--- config.mk ---
export PLATFORM = sky130hd
export DESIGN_NAME = pkt_buffer_write_flat
export DESIGN_NICKNAME = d
export VERILOG_FILES = /design/src/rtl/pkt_buffer_write_if.sv /design/src/rtl/pkt_buffer_write.sv /design/src/flat_wrapper.sv
export SDC_FILE = /design/constraint.sdc
export NUM_CORES = 1
export LEC_CHECK = 0
export ABC_CLOCK_PERIOD_IN_PS = 2750
export CAP_MARGIN = 20
export CELL_PAD_IN_SITES_DETAIL_PLACEMENT = 1
export CELL_PAD_IN_SITES_GLOBAL_PLACEMENT = 1
export CORE_MARGIN = 1.5
export CORE_UTILIZATION = 32
export CTS_CLUSTER_DIAMETER = 30
export DETAILED_ROUTE_END_ITERATION = 8
export PLACE_DENSITY = 0.78
export SYNTH_ARGS = -nofsm -noshare
export SYNTH_HDL_FRONTEND = slang
export SYNTH_SLANG_ARGS = --single-unit
--- constraint.sdc ---
create_clock -name i_clk -period 2.75 [get_ports i_clk]
set_clock_uncertainty 0.05 [all_clocks]
set_input_delay 0.275 -clock i_clk [delete_from_list [all_inputs] [get_ports i_clk]]
set_output_delay 0.275 -clock i_clk [all_outputs]
set_load 0.01 [all_outputs]
--- src/rtl/pkt_buffer_write_if.sv ---
// pkt_buffer_write_if: bufid supply, packet line input and packet RAM write/status bus
interface pkt_buffer_write_if;
  logic         i_pkt_bufid_wr;
  logic [8:0]   iv_pkt_bufid;
  logic         o_bufid_ready;
  logic         i_pkt_wr;
  logic [133:0] iv_pkt;
  logic         o_pkt_wr_en;
  logic [15:0]  ov_pkt_waddr;
  logic [133:0] ov_pkt_wdata;
  logic         o_pkt_done;
  logic [8:0]   ov_done_bufid;
  logic [7:0]   ov_done_len;
  logic         o_done_err;
  logic [15:0]  ov_pkt_cnt;
  logic [15:0]  ov_discard_cnt;
  logic [1:0]   pkt_buffer_write_state;
  modport master (
    output i_pkt_bufid_wr, iv_pkt_bufid, i_pkt_wr, iv_pkt,
    input  o_bufid_ready, o_pkt_wr_en, ov_pkt_waddr, ov_pkt_wdata, o_pkt_done,
           ov_done_bufid, ov_done_len, o_done_err, ov_pkt_cnt, ov_discard_cnt,
           pkt_buffer_write_state
  );
  modport slave (
    input  i_pkt_bufid_wr, iv_pkt_bufid, i_pkt_wr, iv_pkt,
    output o_bufid_ready, o_pkt_wr_en, ov_pkt_waddr, ov_pkt_wdata, o_pkt_done,
           ov_done_bufid, ov_done_len, o_done_err, ov_pkt_cnt, ov_discard_cnt,
           pkt_buffer_write_state
  );
endinterface

--- src/rtl/pkt_buffer_write.sv ---
// pkt_buffer_write: writes packet lines into per-bufid RAM pages from a 2-entry bufid FIFO
// PKT_BUFFER_WRITE_OVERLEN_CHECK_EN: stop writing after 128 lines and flag the packet as truncated
module pkt_buffer_write (
  input logic i_clk,
  input logic i_rst,
  pkt_buffer_write_if.slave bus
);
`ifdef PKT_BUFFER_WRITE_OVERLEN_CHECK_EN
  localparam bit ovl_en = 1'b1;
`else
  localparam bit ovl_en = 1'b0;
`endif
  typedef enum logic [1:0] {IDLE = 2'd0, WRITE = 2'd1, DISCARD = 2'd2} state_t;
  state_t state, state_n;
  logic [8:0] fifo [2];
  logic rp, wp;
  logic [1:0] cnt;
  logic [8:0] bid, bid_n, start_bid, p_bid;
  logic [6:0] idx, idx_n, n;
  logic full, full_n;
  logic is_head, is_tail, avail, start, pop, push, wbody, we, term, disc_inc, err;
  logic [15:0] waddr;
  logic [7:0] len, p_len;
  logic p_done, p_err;
  always_comb begin
    is_head = bus.i_pkt_wr && bus.iv_pkt[133:132] == 2'b01;
    is_tail = bus.i_pkt_wr && bus.iv_pkt[133:132] == 2'b10;
    avail = cnt != 2'd0;
    start = is_head && (avail || bus.i_pkt_bufid_wr);
    pop = is_head && avail;
    // a head with an empty FIFO consumes the incoming bufid directly instead of queueing it
    push = bus.i_pkt_bufid_wr && !(is_head && !avail) && (cnt != 2'd2 || pop);
    start_bid = avail ? fifo[rp] : bus.iv_pkt_bufid;
    wbody = state == WRITE && bus.i_pkt_wr && !is_head;
    we = start || (wbody && !full);
    waddr = start ? {start_bid, 7'd0} : {bid, idx};
    term = state == WRITE && (is_tail || is_head);
    disc_inc = state == DISCARD && (is_tail || is_head);
    n = idx + {6'd0, is_tail};
    len = (full || n == 7'd0) ? 8'd128 : {1'b0, n};
    err = is_head || (ovl_en && full);
    state_n = is_head ? (start ? WRITE : DISCARD) : (is_tail && state != IDLE) ? IDLE : state;
    bid_n = start ? start_bid : bid;
    idx_n = start ? 7'd1 : (wbody && !full) ? idx + 7'd1 : idx;
    full_n = start ? 1'b0 : (ovl_en && wbody && idx == 7'd127) ? 1'b1 : full;
  end
  assign bus.o_bufid_ready = cnt != 2'd2;
  assign bus.pkt_buffer_write_state = state;
  always_ff @(posedge i_clk)
    if (push && !i_rst) fifo[wp] <= bus.iv_pkt_bufid;
  always_ff @(posedge i_clk) begin
    if (i_rst) begin
      state <= IDLE;
      rp <= 1'b0;
      wp <= 1'b0;
      cnt <= 2'd0;
      bid <= 9'd0;
      idx <= 7'd0;
      full <= 1'b0;
      p_done <= 1'b0;
      p_bid <= 9'd0;
      p_len <= 8'd0;
      p_err <= 1'b0;
      bus.o_pkt_wr_en <= 1'b0;
      bus.ov_pkt_waddr <= 16'd0;
      bus.ov_pkt_wdata <= 134'd0;
      bus.o_pkt_done <= 1'b0;
      bus.ov_done_bufid <= 9'd0;
      bus.ov_done_len <= 8'd0;
      bus.o_done_err <= 1'b0;
      bus.ov_pkt_cnt <= 16'd0;
      bus.ov_discard_cnt <= 16'd0;
    end else begin
      state <= state_n;
      rp <= rp ^ pop;
      wp <= wp ^ push;
      cnt <= cnt + {1'b0, push} - {1'b0, pop};
      bid <= bid_n;
      idx <= idx_n;
      full <= full_n;
      p_done <= term;
      p_bid <= bid;
      p_len <= len;
      p_err <= err;
      bus.o_pkt_wr_en <= we;
      bus.ov_pkt_waddr <= waddr;
      bus.ov_pkt_wdata <= bus.iv_pkt;
      bus.o_pkt_done <= p_done;
      bus.ov_done_bufid <= p_bid;
      bus.ov_done_len <= p_len;
      bus.o_done_err <= p_err;
      bus.ov_pkt_cnt <= bus.ov_pkt_cnt + {15'd0, p_done && bus.ov_pkt_cnt != 16'hFFFF};
      bus.ov_discard_cnt <= bus.ov_discard_cnt + {15'd0, disc_inc && bus.ov_discard_cnt != 16'hFFFF};
    end
  end
endmodule

--- src/flat_wrapper.sv ---
// flat-port wrapper written by rule: the top's interface ports become plain ports
module pkt_buffer_write_flat 
  (i_clk, i_rst, bus_i_pkt_bufid_wr, bus_iv_pkt_bufid, bus_i_pkt_wr, bus_iv_pkt, bus_o_bufid_ready, bus_o_pkt_wr_en, bus_ov_pkt_waddr, bus_ov_pkt_wdata, bus_o_pkt_done, bus_ov_done_bufid, bus_ov_done_len, bus_o_done_err, bus_ov_pkt_cnt, bus_ov_discard_cnt, bus_pkt_buffer_write_state);
  pkt_buffer_write_if bus_i ();
  input logic i_clk;
  input logic i_rst;
  input wire logic [$bits(bus_i.i_pkt_bufid_wr)-1:0] bus_i_pkt_bufid_wr;
  input wire logic [$bits(bus_i.iv_pkt_bufid)-1:0] bus_iv_pkt_bufid;
  input wire logic [$bits(bus_i.i_pkt_wr)-1:0] bus_i_pkt_wr;
  input wire logic [$bits(bus_i.iv_pkt)-1:0] bus_iv_pkt;
  output wire logic [$bits(bus_i.o_bufid_ready)-1:0] bus_o_bufid_ready;
  output wire logic [$bits(bus_i.o_pkt_wr_en)-1:0] bus_o_pkt_wr_en;
  output wire logic [$bits(bus_i.ov_pkt_waddr)-1:0] bus_ov_pkt_waddr;
  output wire logic [$bits(bus_i.ov_pkt_wdata)-1:0] bus_ov_pkt_wdata;
  output wire logic [$bits(bus_i.o_pkt_done)-1:0] bus_o_pkt_done;
  output wire logic [$bits(bus_i.ov_done_bufid)-1:0] bus_ov_done_bufid;
  output wire logic [$bits(bus_i.ov_done_len)-1:0] bus_ov_done_len;
  output wire logic [$bits(bus_i.o_done_err)-1:0] bus_o_done_err;
  output wire logic [$bits(bus_i.ov_pkt_cnt)-1:0] bus_ov_pkt_cnt;
  output wire logic [$bits(bus_i.ov_discard_cnt)-1:0] bus_ov_discard_cnt;
  output wire logic [$bits(bus_i.pkt_buffer_write_state)-1:0] bus_pkt_buffer_write_state;
  assign bus_i.i_pkt_bufid_wr = bus_i_pkt_bufid_wr;
  assign bus_i.iv_pkt_bufid = bus_iv_pkt_bufid;
  assign bus_i.i_pkt_wr = bus_i_pkt_wr;
  assign bus_i.iv_pkt = bus_iv_pkt;
  assign bus_o_bufid_ready = bus_i.o_bufid_ready;
  assign bus_o_pkt_wr_en = bus_i.o_pkt_wr_en;
  assign bus_ov_pkt_waddr = bus_i.ov_pkt_waddr;
  assign bus_ov_pkt_wdata = bus_i.ov_pkt_wdata;
  assign bus_o_pkt_done = bus_i.o_pkt_done;
  assign bus_ov_done_bufid = bus_i.ov_done_bufid;
  assign bus_ov_done_len = bus_i.ov_done_len;
  assign bus_o_done_err = bus_i.o_done_err;
  assign bus_ov_pkt_cnt = bus_i.ov_pkt_cnt;
  assign bus_ov_discard_cnt = bus_i.ov_discard_cnt;
  assign bus_pkt_buffer_write_state = bus_i.pkt_buffer_write_state;
  pkt_buffer_write u_core (.i_clk(i_clk), .i_rst(i_rst), .bus(bus_i));
endmodule
==> out/qor.csv <==
stage,metric,value,unit
synthesis,Post-Synth XOR/XNOR Area,3.91,%
critical_path,Worst EP arrival,2.91,ns
synthesis,post-synth top area share,58.7,%
clock_tree,root buf cell,clkbuf_16,
sta,slew of the pin with the lowest slew margin,0.897,ns
sta,RSZ-0062 raised after global routing,no,
final_layout,share of post-route cells with drive strength above 1,10.7,%
sta,Fmax,397,MHz
placement,Post-DP Area,12200,µm²
synthesis,synthesized flop and latch total,261,
clock_tree,setup bufs post-CTS,0,
floorplan,Die Area,26900,µm²
sta,post-route clock period utilization,91.7,%
job,max_cap viols,0,
detailed_routing,DR vias,6732,
critical_path,reg2reg start,u_core.bus.ov_discard_cnt[6]$_SDFF_PP0_,
placement,RD Place Congestion,0.769,
synthesis,Synth Cell Area,8290,µm²
critical_path,crit path max fanout,6,
clock_tree,Clock H-tree levels,2,
floorplan,Die W,164,µm
power,leakage,5.46,nW
synthesis,Syn Area/Cell,11.3,µm²
detailed_routing,via-per-instance ratio,4.48,
global_routing,global-route wire length before repair,41.1,mm
floorplan,Initial Util,32.7,%
sta,Final Critical Period,2.52,ns
final_layout,Nets,1282,
final_layout,design area,14300,µm²
final_layout,post-layout util,56.5,%
run_status,outcome,"complete, no violations",
synthesis,most frequent cell after synthesis,dfxtp_1,
floorplan,Row Count,58,
synthesis,main combinational cell family by area after synthesis,simple AND/OR/NAND/NOR gates,
critical_path,cells on worst reg2reg path,9,
sta,Final Hold Fails,0,
synthesis,post-synthesis mux area share,1.36,%
clock_tree,clock sinks,261,
critical_path,Critical Path RT,3.14,ns
clock_tree,CTS tree,yes,
synthesis,Synth area leaders,"dfxtp_1 (59%), nor2b_1 (13%), edfxtp_1 (6.5%)",
sta,final setup violation count,0,
synthesis,Synth top cells by count,"dfxtp_1 (243), nor2b_1 (176), nor2_1 (48)",
clock_tree,Num CTS Buffers,56,
clock_tree,Clock Tree Buf Depth,3,
final_layout,Filler cells,2570,
global_routing,gr ovfl total,0,
synthesis,number of flops mapped to enable cells by yosys,18,
power,PD cells,855,nW/µm²
synthesis,Cells after Synth,733,
placement,port bufs,351,
clock_tree,hold_buf cts,0,
critical_path,r2r setup slk,0.23,ns
synthesis,simple-gate share of the synthesized area,23.4,%
synthesis,YS warnings,0,
synthesis,Yosys top cell by area,dfxtp_1,
critical_path,Worst setup startpoint,u_core.bus.ov_discard_cnt[6]$_SDFF_PP0_,
hold_path,HP Start,i_rst,
floorplan,Core Region,25300,µm²
detailed_routing,DRT antenna net count,0,
critical_path,critical path startpoint category,register,
placement,HPWL Detailed,18.5,mm
detailed_routing,final WL,27.2,mm
final_layout,area delta synth->final,72.8,%
clock_tree,worst skew pair latency,0.54,ns
global_routing,antenna violations before repair,0,
global_routing,vias in the first global route,7402,
synthesis,top_reg_cell synth,dfxtp_1,
power,VDD IR-drop max,0.686,mV
synthesis,net count after synthesis,890,
hold_path,HP Class,in -> reg,
floorplan,die height,164,µm
synthesis,share of the yosys chip area belonging to registers,65.2,%
hold_path,Min-Delay Endpoint,u_core.bus.ov_pkt_wdata[1]$_SDFF_PP0_,
detailed_routing,DR iter-0 viols,195,
critical_path,critical path type,reg -> reg,
global_routing,largest net degree at the start of global routing,115,
sta,Slew headroom,40.2,%
floorplan,IO Count,352,
synthesis,post-synthesis compound-gate area fraction,2.73,%
clock_tree,Clock transition at path regs,0.05,ns
detailed_routing,drt first pass iters,4,
hold_path,cell depth of the worst min-delay path,2,
synthesis,ys async rst share,0,%
critical_path,CP endpoint kind,register,
clock_tree,# resized after CTS,0,
synthesis,"Distinct cells, synth",44,
synthesis,Synth Area in Adders,1.51,%
detailed_routing,DR WL/cell,18.1,µm
sta,Pins Over Slew Limit,0,
critical_path,RR Endpoint,u_core.bus.ov_discard_cnt[15]$_SDFF_PP0_,
global_routing,gr usage total,19.9,%
detailed_routing,Residual DRC,0,
power by group:
part,internal [mW],leakage (nW),switching (mW)
combinational,0.542,2.29,0.407
clock,5.04,1.01,2.14
sequential,4.02,2.16,0.0857
total,9.60,5.46,2.63
registers in the layout, indices dropped and copies added (netlist names), 2 cells and up:
| signal | count |
|---|---|
| u_core.bus.ov_pkt_wdata | 134 |
| u_core.fifo | 18 |
| u_core.bus.ov_discard_cnt | 16 |
| u_core.bus.ov_pkt_cnt | 16 |
| u_core.bus.ov_pkt_waddr | 16 |
| u_core.bid | 9 |
| u_core.bus.ov_done_bufid | 9 |
| u_core.p_bid | 9 |
| u_core.bus.ov_done_len | 8 |
| u_core.p_len | 8 |
| u_core.idx | 7 |
| u_core.bus.pkt_buffer_write_state | 2 |
| u_core.cnt | 2 |
per-stage QoR:
stage	setup TNS [ns]	worst slack, ns	instances	power, mW	hold slack, ns
detailed placement	-0.0432	-0.0289	1397	5.12	0.379
floorplan	0	0.366	733	4.52	0.324
global placement	0	0.00105	1397	5.09	0.369
finish	0	0.229	1504	12.2	0.207
CTS	0	0.208	1503	12.4	0.216
global route	0	0.00397	1503	12.7	0.218
cell families after synthesis:
kind of cell	Yosys count
muxes	11
xor gates and xnor gates	37
AOI/OAI and AO/OA	37
adders and majority gates	10
buffers and inverters	39
and+or+nand+nor	338
DFF	261
cells in the final DEF (no fill, tap or decap), types with 2 or more instances in the layout:
master	instances
nand3b_1	2
nand3_1	17
nor4b_1	3
bufinv_16	7
nor4_2	2
or3_1	2
buf_4	17
nor4_1	8
nand2_1	36
o21ai_0	6
clkinv_2	2
nor2_1	48
a21oi_1	16
ha_1	10
nor3_1	9
or2_1	3
dfxtp_1	243
inv_1	4
nor2b_1	176
o211ai_1	9
inv_6	3
mux2i_1	9
and2_1	7
nor3b_1	3
edfxtp_1	18
and3_1	2
clkbuf_8	16
clkinvlp_4	5
clkdlybuf4s50_1	350
nand4_1	11
clkinv_4	7
clkbuf_1	5
xor2_1	17
xnor2_1	20
clkbuf_16	60
and4_1	2
per-layer routing:
metal / global-route usage (%) / wire [µm] / up-vias
li1: - / - / 3211
met1: 21.6 / 10500 / 3216
met2: 34.3 / 13500 / 256
met3: 8.59 / 2550 / 49
met4: 7.52 / 680 / 0
met5: 0 / 0 / -
area by class of cell:
class	instances	area [µm²]	area share, %
diodes	1	2.50	0.0175
clock buffers	81	1740	12.2
clock inverters	25	352	2.46
inverters	4	15.0	0.105
multi-input cells	433	2730	19.0
flip-flops and latches	261	5410	37.8
well taps	330	413	2.88
repair buffers	369	3660	25.6
worst max-delay path: stages (launching register included):
cell and delay [ns]:
dfxtp_1 0.36, and3_1 0.24, nand4_1 0.10, nor3_1 0.05, nor4b_1 0.30, ha_1 0.28
nand2_1 0.17, nor3_2 0.26, or3b_1 0.43, a21oi_1 0.19
how the worst max path moves through the flow:
stage                                          endpoint  slack, ns  depth (start not counted)
2_1_floorplan      u_core.bus.ov_pkt_cnt[14]$_SDFF_PP0_       0.37                         11
3_3_place_gp   u_core.bus.ov_discard_cnt[14]$_SDFF_PP0_      0.001                          9
3_5_place_dp   u_core.bus.ov_discard_cnt[14]$_SDFF_PP0_      -0.03                          9
4_1_cts            u_core.bus.ov_pkt_cnt[14]$_SDFF_PP0_       0.21                         10
5_1_grt        u_core.bus.ov_discard_cnt[15]$_SDFF_PP0_      0.004                          9
6_report       u_core.bus.ov_discard_cnt[15]$_SDFF_PP0_       0.23                          9
Power figures use the tool's default switching activity.
